### config.mk
export PLATFORM = sky130hd
export DESIGN_NAME = chirp_sweep_generator
export DESIGN_NICKNAME = d
export VERILOG_FILES = /design/src/rtl/chirp_sweep_generator.sv
export SDC_FILE = /design/constraint.sdc
export NUM_CORES = 1
export LEC_CHECK = 0
export BUFFER_PORTS_ARGS = -buffer_cell sky130_fd_sc_hd__buf_2
export CAP_MARGIN = 20
export CORE_MARGIN = 4
export CORE_UTILIZATION = 35
export CTS_BUF_LIST = sky130_fd_sc_hd__clkbuf_8
export CTS_CLUSTER_SIZE = 30
export DETAILED_ROUTE_END_ITERATION = 6
export SLEW_MARGIN = 20
export SYNTH_ARGS = -nofsm -noshare
export SYNTH_HDL_FRONTEND = slang
export SYNTH_SLANG_ARGS = --single-unit
### constraint.sdc
create_clock -name aclk -period 5.9 [get_ports aclk]
set_input_delay 0.59 -clock aclk [delete_from_list [all_inputs] [get_ports aclk]]
set_output_delay 0.59 -clock aclk [all_outputs]
set_load 0.02 [all_outputs]
### src/rtl/chirp_sweep_generator.sv
// Linear-FM chirp phase generator: emits one phase word per clock while a chirp runs.
// Optional post-chirp guard interval is built when CHIRP_GUARD_EN is defined.
module chirp_sweep_generator #(
  parameter int PHASE_W        = 32,
  parameter int LEN_W          = 32,
  parameter int STARTUP_CYCLES = 16,
  parameter int GUARD_CYCLES   = 8
) (
  input  logic               aclk,
  input  logic               aresetn,
  input  logic               chirp_init,
  input  logic               chirp_enable,
  input  logic [LEN_W-1:0]   chirp_len,
  input  logic [PHASE_W-1:0] chirp_freq_offset,
  input  logic [PHASE_W-1:0] chirp_tuning_word,
  output logic               chirp_ready,
  output logic               chirp_active,
  output logic               chirp_done,
  output logic [PHASE_W-1:0] phase_out,
  output logic               phase_valid,
  output logic [2:0]         state_dbg
);

  // Handshake: a start is taken on any edge where chirp_ready, chirp_init and
  // chirp_enable are all high and chirp_len is non-zero; chirp_enable must stay
  // high for every sample, otherwise the chirp is dropped without chirp_done.
  typedef enum logic [2:0] {
    S_STARTUP = 3'd0,
    S_IDLE    = 3'd1,
    S_RUN     = 3'd2,
    S_DONE    = 3'd3,
    S_GUARD   = 3'd4
  } state_t;

  state_t             state;
  logic [PHASE_W-1:0] phase_acc;
  logic [PHASE_W-1:0] freq_acc;
  logic [PHASE_W-1:0] rate;
  logic [LEN_W-1:0]   remaining;
  logic [31:0]        wait_cnt;
  logic [31:0]        wait_last;
  logic [PHASE_W-1:0] phase_next;

  // STARTUP and GUARD share one wait counter; only the terminal count differs.
  assign wait_last  = (state == S_GUARD) ? 32'(GUARD_CYCLES - 1) : 32'(STARTUP_CYCLES - 1);
  assign phase_next = phase_acc + freq_acc;
  assign state_dbg  = state;

  always_ff @(posedge aclk or negedge aresetn) begin
    if (!aresetn) begin
      state        <= S_STARTUP;
      chirp_ready  <= 1'b0;
      chirp_active <= 1'b0;
      chirp_done   <= 1'b0;
      phase_valid  <= 1'b0;
      phase_out    <= '0;
      phase_acc    <= '0;
      freq_acc     <= '0;
      rate         <= '0;
      remaining    <= '0;
      wait_cnt     <= '0;
    end else begin
      case (state)
        S_STARTUP, S_GUARD: begin
          if (wait_cnt == wait_last) begin
            state       <= S_IDLE;
            chirp_ready <= 1'b1;
            wait_cnt    <= '0;
          end else begin
            wait_cnt <= wait_cnt + 32'd1;
          end
        end
        S_IDLE: begin
          if (chirp_init && chirp_enable && (chirp_len != '0)) begin
            state        <= S_RUN;
            chirp_ready  <= 1'b0;
            chirp_active <= 1'b1;
            phase_valid  <= 1'b1;
            phase_out    <= '0;
            phase_acc    <= '0;
            freq_acc     <= chirp_freq_offset;
            rate         <= chirp_tuning_word;
            remaining    <= chirp_len;
          end
        end
        S_RUN: begin
          if (!chirp_enable) begin
            state        <= S_IDLE;
            chirp_ready  <= 1'b1;
            chirp_active <= 1'b0;
            phase_valid  <= 1'b0;
          end else if (remaining == LEN_W'(1)) begin
            // Last sample is on display now; phase_out keeps it after the chirp.
            state        <= S_DONE;
            chirp_active <= 1'b0;
            phase_valid  <= 1'b0;
            chirp_done   <= 1'b1;
            remaining    <= remaining - LEN_W'(1);
          end else begin
            phase_acc <= phase_next;
            phase_out <= phase_next;
            freq_acc  <= freq_acc + rate;
            remaining <= remaining - LEN_W'(1);
          end
        end
        S_DONE: begin
          chirp_done <= 1'b0;
`ifdef CHIRP_GUARD_EN
          state    <= S_GUARD;
          wait_cnt <= '0;
`else
          state       <= S_IDLE;
          chirp_ready <= 1'b1;
`endif
        end
        default: begin
          state        <= S_STARTUP;
          chirp_ready  <= 1'b0;
          chirp_active <= 1'b0;
          chirp_done   <= 1'b0;
          phase_valid  <= 1'b0;
          wait_cnt     <= '0;
        end
      endcase
    end
  end

endmodule

==> flow_metrics.py, run 1 <==
metrics = {
    "finish": {
        "layout_common_cells": "dfrtp_1, buf_2, nand2_1, o21ai_0, a21oi_1",
        "fillCellCount": 3085,
        "n_antenna_cell": 0,
        "syn2layout_area_growth_pct": 13.0,
        "layout.nets": 1502,
        "fin_cells": 1739,
        "drive_above_1_share_pct": 18.4,
        "final_common_cell": "dfrtp_1",
    },
    "pwr": {
        "vdd_drop_max_mv": 0.255,
        "p_total_mw": 6.89,
        "power.leakage_nw": 5.55,
        "power_density_nw_per_um2": 560,
    },
    "global_route": {
        "grt.total_usage_pct": 17.7,
        "grt_pass1_vias": 9177,
        "grt_pass1_wl_um": 48400,
        "grt_max_degree": 79,
        "grt_overflow": 0,
        "antenna_found_initial": 0,
    },
    "sta": {
        "min_period_ns": 3.42,
        "slew_headroom_pct": 34.5,
        "tns_ns": 0,
        "tightest_slew_ns": 0.982,
        "rsz0062_at_grt": "no",
        "final-hold-violation-count": 0,
        "finalSetupViolCount": 0,
        "period_share_pct": 57.9,
        "fin_skew_ns": 0.0243,
        "max_freq_mhz": 293,
        "maxSlewViolCount": 0,
        "hold_ws_ns": 0.153,
        "fin_ws_ns": 2.48,
    },
    "worst_setup_path": {
        "max_stage_delay_ns": 0.43,
        "worst_path_most_repeated_cell": "a21oi_1",
        "reg2reg_slack_ns": 2.48,
        "reg2reg_to": "freq_acc[30]",
        "reg2reg_depth": 12,
        "cp.required_ns": 6.25,
        "r2r_start": "freq_acc[0]",
        "critPathKind": "flop to flop",
        "crit_arrival_ns": 3.77,
        "path_max_fanout": 5,
        "startpoint_type": "flop",
        "crit_chain": "ha_1, fa_1, a21oi_1, nor2_2, o31ai_2, a31oi_4, a2111oi_2, or3_1, o21ai_2, a21oi_1, xor2_1, o21ai_0",
        "critPathSlowestCell": "dfrtp_1",
        "end_kind": "flop",
    },
    "clock_tree": {
        "cts_sinks": 165,
        "hold_buffers": 0,
        "cts_resized": 0,
        "cts_setup_buffers": 0,
        "insertion_delay_ns": 0.49,
        "cts_tree": "built",
        "htree_levels": 4,
        "cts_made_buffers": 17,
        "clk_path_buf_depth": 2,
        "root_buffer": "clkbuf_8",
        "path_clk_slew_ns": 0.10,
    },
    "yosys": {
        "synth_area_um2": 10900,
        "yosysUniqueCellTypes": 82,
        "ys.flop_type": "dfrtp_1",
        "synth-seq-cells": 165,
        "synth_top_area_share_pct": 37.9,
        "syn_nets": 1392,
        "yosysWarningCount": 0,
        "async_flop_share_pct": 100,
        "synth_area_per_cell_um2": 8.92,
        "synth-edff-count": 0,
        "synth_top_cell_by_area": "dfrtp_1",
        "synth.area.top_cells": "dfrtp_1, ha_1, o21ai_0",
        "ys_seq_area_share_pct": 37.9,
        "synthCells": 1220,
    },
    "detailed_routing": {
        "ant_nets": 0,
        "avgViaCountPerCell": 5.44,
        "drc": 0,
        "wl_per_cell_um": 17.3,
        "drt-initial-drc-count": 534,
        "drtPass1Iterations": 5,
        "num_vias": 9462,
        "wl_um": 30100,
    },
    "floorplanning": {
        "ios": 139,
        "fp.dieH_um": 184,
        "initial_utilization_pct": 35.5,
        "num_rows": 64,
        "core_area_um2": 30700,
        "die-width_um": 184,
        "dieArea_um2": 34000,
    },
    "placed_design": {
        "dpl.cell_count": 1705,
        "numPortBuffers": 137,
        "pre_cts_ws_ns": 2.01,
        "hpwl_um": 22000,
        "routabilityCongestion": 0.906,
    },
    "hold_path": {
        "hp-class": "primary input to asynchronous set/reset pin",
    },
    "outcome": {
        "status": "complete, no violations",
    },
    "run": {
        "cap_violations": 0,
    },
}
==> final cells by class <==
cell class,count,area (µm²),area share [%]
clock buffers,18,248,2.01
repair buffers,146,792,6.44
clock inverters,14,114,0.926
flip-flops and latches,165,4130,33.6
multi-input cells,977,6430,52.3
inverters,23,86.3,0.702
well taps,396,495,4.03
==> worst max-delay path: cells and delay by family (launching register included) <==
| family | cells | cell delay, ns |
|---|---|---|
| simple gates | 2 | 0.43 |
| compound gates | 7 | 1.56 |
| fa+ha+maj | 2 | 0.69 |
| flops | 1 | 0.43 |
| xor+xnor | 1 | 0.16 |
==> report_power, final <==
part	leakage (nW)	switching, mW	internal (mW)
clock network	0.185	0.485	0.313
registers	2.10	0.487	1.58
logic	3.26	2.34	1.68
total	5.55	3.31	3.57
==> registers in the layout, summed over array words and instances (netlist names) <==
| name | flops |
|---|---|
| state_dbg | 2 |
| rate | 32 |
| chirp_done | 1 |
| remaining | 32 |
| freq_acc | 32 |
| wait_cnt | 32 |
| phase_acc | 32 |
| chirp_ready | 1 |
| phase_valid | 1 |
==> how the worst max path moves through the flow <==
stage,end,startpoint,slack [ns],depth (start not counted)
after floorplan,freq_acc[30],freq_acc[0],3.03,13
after global placement,remaining[25],chirp_len[5],2.07,10
after detailed placement,remaining[3],chirp_len[5],2.01,10
after CTS,freq_acc[13],remaining[18],2.39,7
after global routing,remaining[13],state_dbg[1],2.23,8
final,freq_acc[30],freq_acc[0],2.48,12
==> metrics by stage <==
step / cell area [µm²] / util (%)
2_1_floorplan: 10900 / -
4_1_cts: 12300 / 39.9
3_3_place_gp: 11900 / 38.8
6_report: 12300 / 40.1
5_1_grt: 12300 / 40.1
3_5_place_dp: 11900 / 38.8
==> layer usage <==
metal / wire length (µm) / up-vias / GRT usage (%)
li1: - / 4659 / -
met1: 14600 / 4553 / 25.3
met2: 13700 / 214 / 27.6
met3: 1260 / 36 / 2.92
met4: 575 / 0 / 5.06
met5: 0 / - / 0
==> kinds of logic after synthesis <==
family	share of synthesized area, %
simple gates	18.4
compound gates	20.8
flops	37.9
buf+inv	3.15
xor+xnor	6.20
fa+ha+maj	8.41
mux	5.08
other cells	0.0344
==> synthesized netlist by cell type, types with 4 or more instances <==
cell type	count
a211oi_1	4
a21o_1	25
a21oi_1	109
a22oi_1	4
a2bb2oi_1	5
a31oi_1	10
and2_1	7
and3_1	13
and3_2	4
buf_2	12
buf_4	4
clkbuf_1	32
dfrtp_1	165
ha_1	70
inv_1	23
mux2_2	34
mux2i_1	17
nand2_1	122
nand2b_1	11
nand3_1	65
nand4_1	13
nor2_1	90
nor2b_1	6
nor3_1	11
nor3b_1	5
nor4_1	18
o211ai_1	7
o21a_1	4
o21ai_0	119
o21ai_1	7
o21bai_1	11
o22ai_1	27
o31ai_1	5
or3_1	12
or4_1	4
xnor2_1	32
xor2_1	45
Note: power is estimated with default switching activity, not from simulation.
==> run 2, diff against run 1 <==
- ABC_AREA: unset -> 1
- clock period: 5.9 -> 3.3 ns (I/O delays scaled with it)
==> flow_metrics.py, run 2 <==
metrics = {
    "finish": {
        "drive_above_1_share_pct": 10.8,
        "stdcell_area_um2": 15100,
        "syn2layout_area_growth_pct": 12.8,
        "layout_common_cells": "nand2_1, inv_1, nor2_1, dfrtp_1",
        "layout.nets": 2420,
        "final_common_cell": "nand2_1",
    },
    "global_route": {
        "grt.total_usage_pct": 20.6,
        "antenna_found_initial": 0,
        "grt_overflow": 0,
        "grt_max_degree": 85,
        "grt_pass1_vias": 12826,
        "grt_pass1_wl_um": 68900,
    },
    "sta": {
        "tns_ns": 0,
        "finalSetupViolCount": 0,
        "period_share_pct": 84.2,
        "slew_headroom_pct": 34.9,
        "max_freq_mhz": 360,
        "maxSlewViolCount": 0,
        "min_period_ns": 2.78,
        "tightest_slew_ns": 0.976,
        "final-hold-violation-count": 0,
        "fin_skew_ns": 0.0190,
        "rsz0062_at_grt": "no",
        "fin_ws_ns": 0.520,
    },
    "worst_setup_path": {
        "max_stage_delay_ns": 0.65,
        "crit_arrival_ns": 3.15,
        "cp.required_ns": 3.67,
        "path_max_fanout": 43,
        "crit_chain": "inv_1, ha_4, clkinv_1, a21oi_2, nand2_2, inv_2, nand2_1, nand2_1, o21ai_0",
        "startpoint_type": "flop",
        "crit_family": "buffers and inverters",
        "critPathSlowestCell": "inv_2",
        "worst_path_most_repeated_cell": "nand2_1",
        "end_kind": "flop",
        "path_buf_inv": 3,
        "critPathKind": "flop to flop",
    },
    "placed_design": {
        "numPortBuffers": 137,
        "pre_cts_ws_ns": 0.562,
        "routabilityCongestion": 0.935,
        "post_dp_cell_area_um2": 14600,
        "hpwl_um": 33600,
    },
    "yosys": {
        "synth_area_um2": 13400,
        "synth_area_per_cell_um2": 6.31,
        "ys_seq_area_share_pct": 30.9,
        "async_flop_share_pct": 100,
        "synthCells": 2118,
        "syn_nets": 2290,
        "synth_top_area_share_pct": 30.9,
        "synth_common_cells": "nand2_1, inv_1, nor2_1",
        "yosysWarningCount": 0,
        "synth-edff-count": 0,
        "yosysUniqueCellTypes": 48,
        "synth.most_common_cell": "nand2_1",
        "ys.flop_type": "dfrtp_1",
        "synth-seq-cells": 165,
        "synth_top_cell_by_area": "dfrtp_1",
        "synth.area.top_cells": "dfrtp_1, nand2_1, inv_1",
    },
    "detailed_routing": {
        "num_vias": 13491,
        "wl_um": 42600,
        "wl_per_cell_um": 15.3,
        "drt-initial-drc-count": 1088,
        "avgViaCountPerCell": 4.87,
        "drtPass1Iterations": 6,
        "ant_nets": 0,
        "drc": 0,
    },
    "clock_tree": {
        "cts_tree": "built",
        "cts_sinks": 165,
        "root_buffer": "clkbuf_8",
        "htree_levels": 4,
        "insertion_delay_ns": 0.51,
        "cts_made_buffers": 17,
        "cts_resized": 0,
        "clk_path_buf_depth": 2,
        "cts_setup_buffers": 0,
        "hold_buffers": 10,
        "path_clk_slew_ns": 0.11,
    },
    "floorplanning": {
        "core_area_um2": 37700,
        "num_rows": 71,
        "initial_utilization_pct": 35.5,
        "fp.dieH_um": 203,
        "die-width_um": 203,
        "dieArea_um2": 41300,
        "ios": 139,
    },
    "run": {
        "cap_violations": 0,
    },
    "pwr": {
        "power_density_nw_per_um2": 929,
        "power.leakage_nw": 8.12,
        "vdd_drop_max_mv": 0.406,
    },
    "outcome": {
        "status": "complete, no violations",
    },
    "hold_path": {
        "hp-class": "primary input to flop",
    },
}
[run 2: changes by cell type after synthesis, sizes merged, moves of 25 or more]
cell,change
o22ai,-27
a21oi,-40
a21o,-26
nand3,+72
nand2,+687
mux2,-34
inv,+253
xor2,-25
nor2,+140
[run 2: final timing paths]
check	slack, ns	startpoint	depth (start not counted)	endpoint
worst max-delay path	0.52	state_dbg[0]	9	remaining[6]
worst min-delay path	0.03	chirp_tuning_word[23]	3	rate[23]
worst max register to register	0.52	state_dbg[0]	9	remaining[6]
worst min register to register	0.50	remaining[28]	2	remaining[28]
max in group asynchronous	2.01	aresetn	3	wait_cnt[30]
min in group asynchronous	0.37	aresetn	2	phase_acc[10]
[run 2: area by class of cell]
cell class / count / area (µm²)
flip-flops and latches: 165 / 4130
repair buffers: 159 / 907
well taps: 511 / 639
fillers: 4125 / 22600
multi-input cells: 1629 / 7940
clock inverters: 14 / 163
clock buffers: 18 / 248
inverters: 276 / 1040
diodes: 1 / 2.50
[run 2: worst reg2reg max path, delay by kind of cell (launching register included)]
kind	cells	cell delay (ns)
adder cells (fa/ha/maj)	1	0.17
buffers and inverters	3	1.12
AO/OA/AOI/OAI	2	0.40
AND/OR/NAND/NOR	3	0.49
flip-flops	1	0.45
[run 2: routing by layer]
metal / vias to the layer above / wire length [µm] / global-route usage, %
met1: 6156 / 20700 / 29.7
met2: 350 / 18800 / 32.5
met5: - / 0 / 0
met3: 51 / 1960 / 2.61
li1: 6934 / - / -
met4: 0 / 1050 / 6.05
[run 2: power by group]
part / switching (mW) / internal, mW
clock network: 0.908 / 0.715
registers: 0.800 / 2.79
logic: 5.90 / 2.89
total: 7.60 / 6.40
[run 2: through the flow]
| stage | power (mW) | utilization (%) | hold WS [ns] | instances |
|---|---|---|---|---|
| 5_1_grt | 15.4 | 40.0 | 0.0218 | 2772 |
| 4_1_cts | 14.1 | 40.0 | 0.000370 | 2772 |
| 2_1_floorplan | 10.0 | - | 0.0344 | 2118 |
| 6_report | 14.0 | 40.0 | 0.0309 | 2773 |
| 3_3_place_gp | 12.2 | 38.6 | 0.352 | 2730 |
| 3_5_place_dp | 12.4 | 38.6 | 0.353 | 2730 |
[run 2: cell families after synthesis]
group	count (synthesis)	synth area share (%)
compound gates	232	9.70
xor+xnor	36	2.36
buf+inv	324	9.80
flops	165	30.9
mux	5	0.375
simple gates	1283	40.0
fa+ha+maj	72	6.86
other cells	1	0.0281
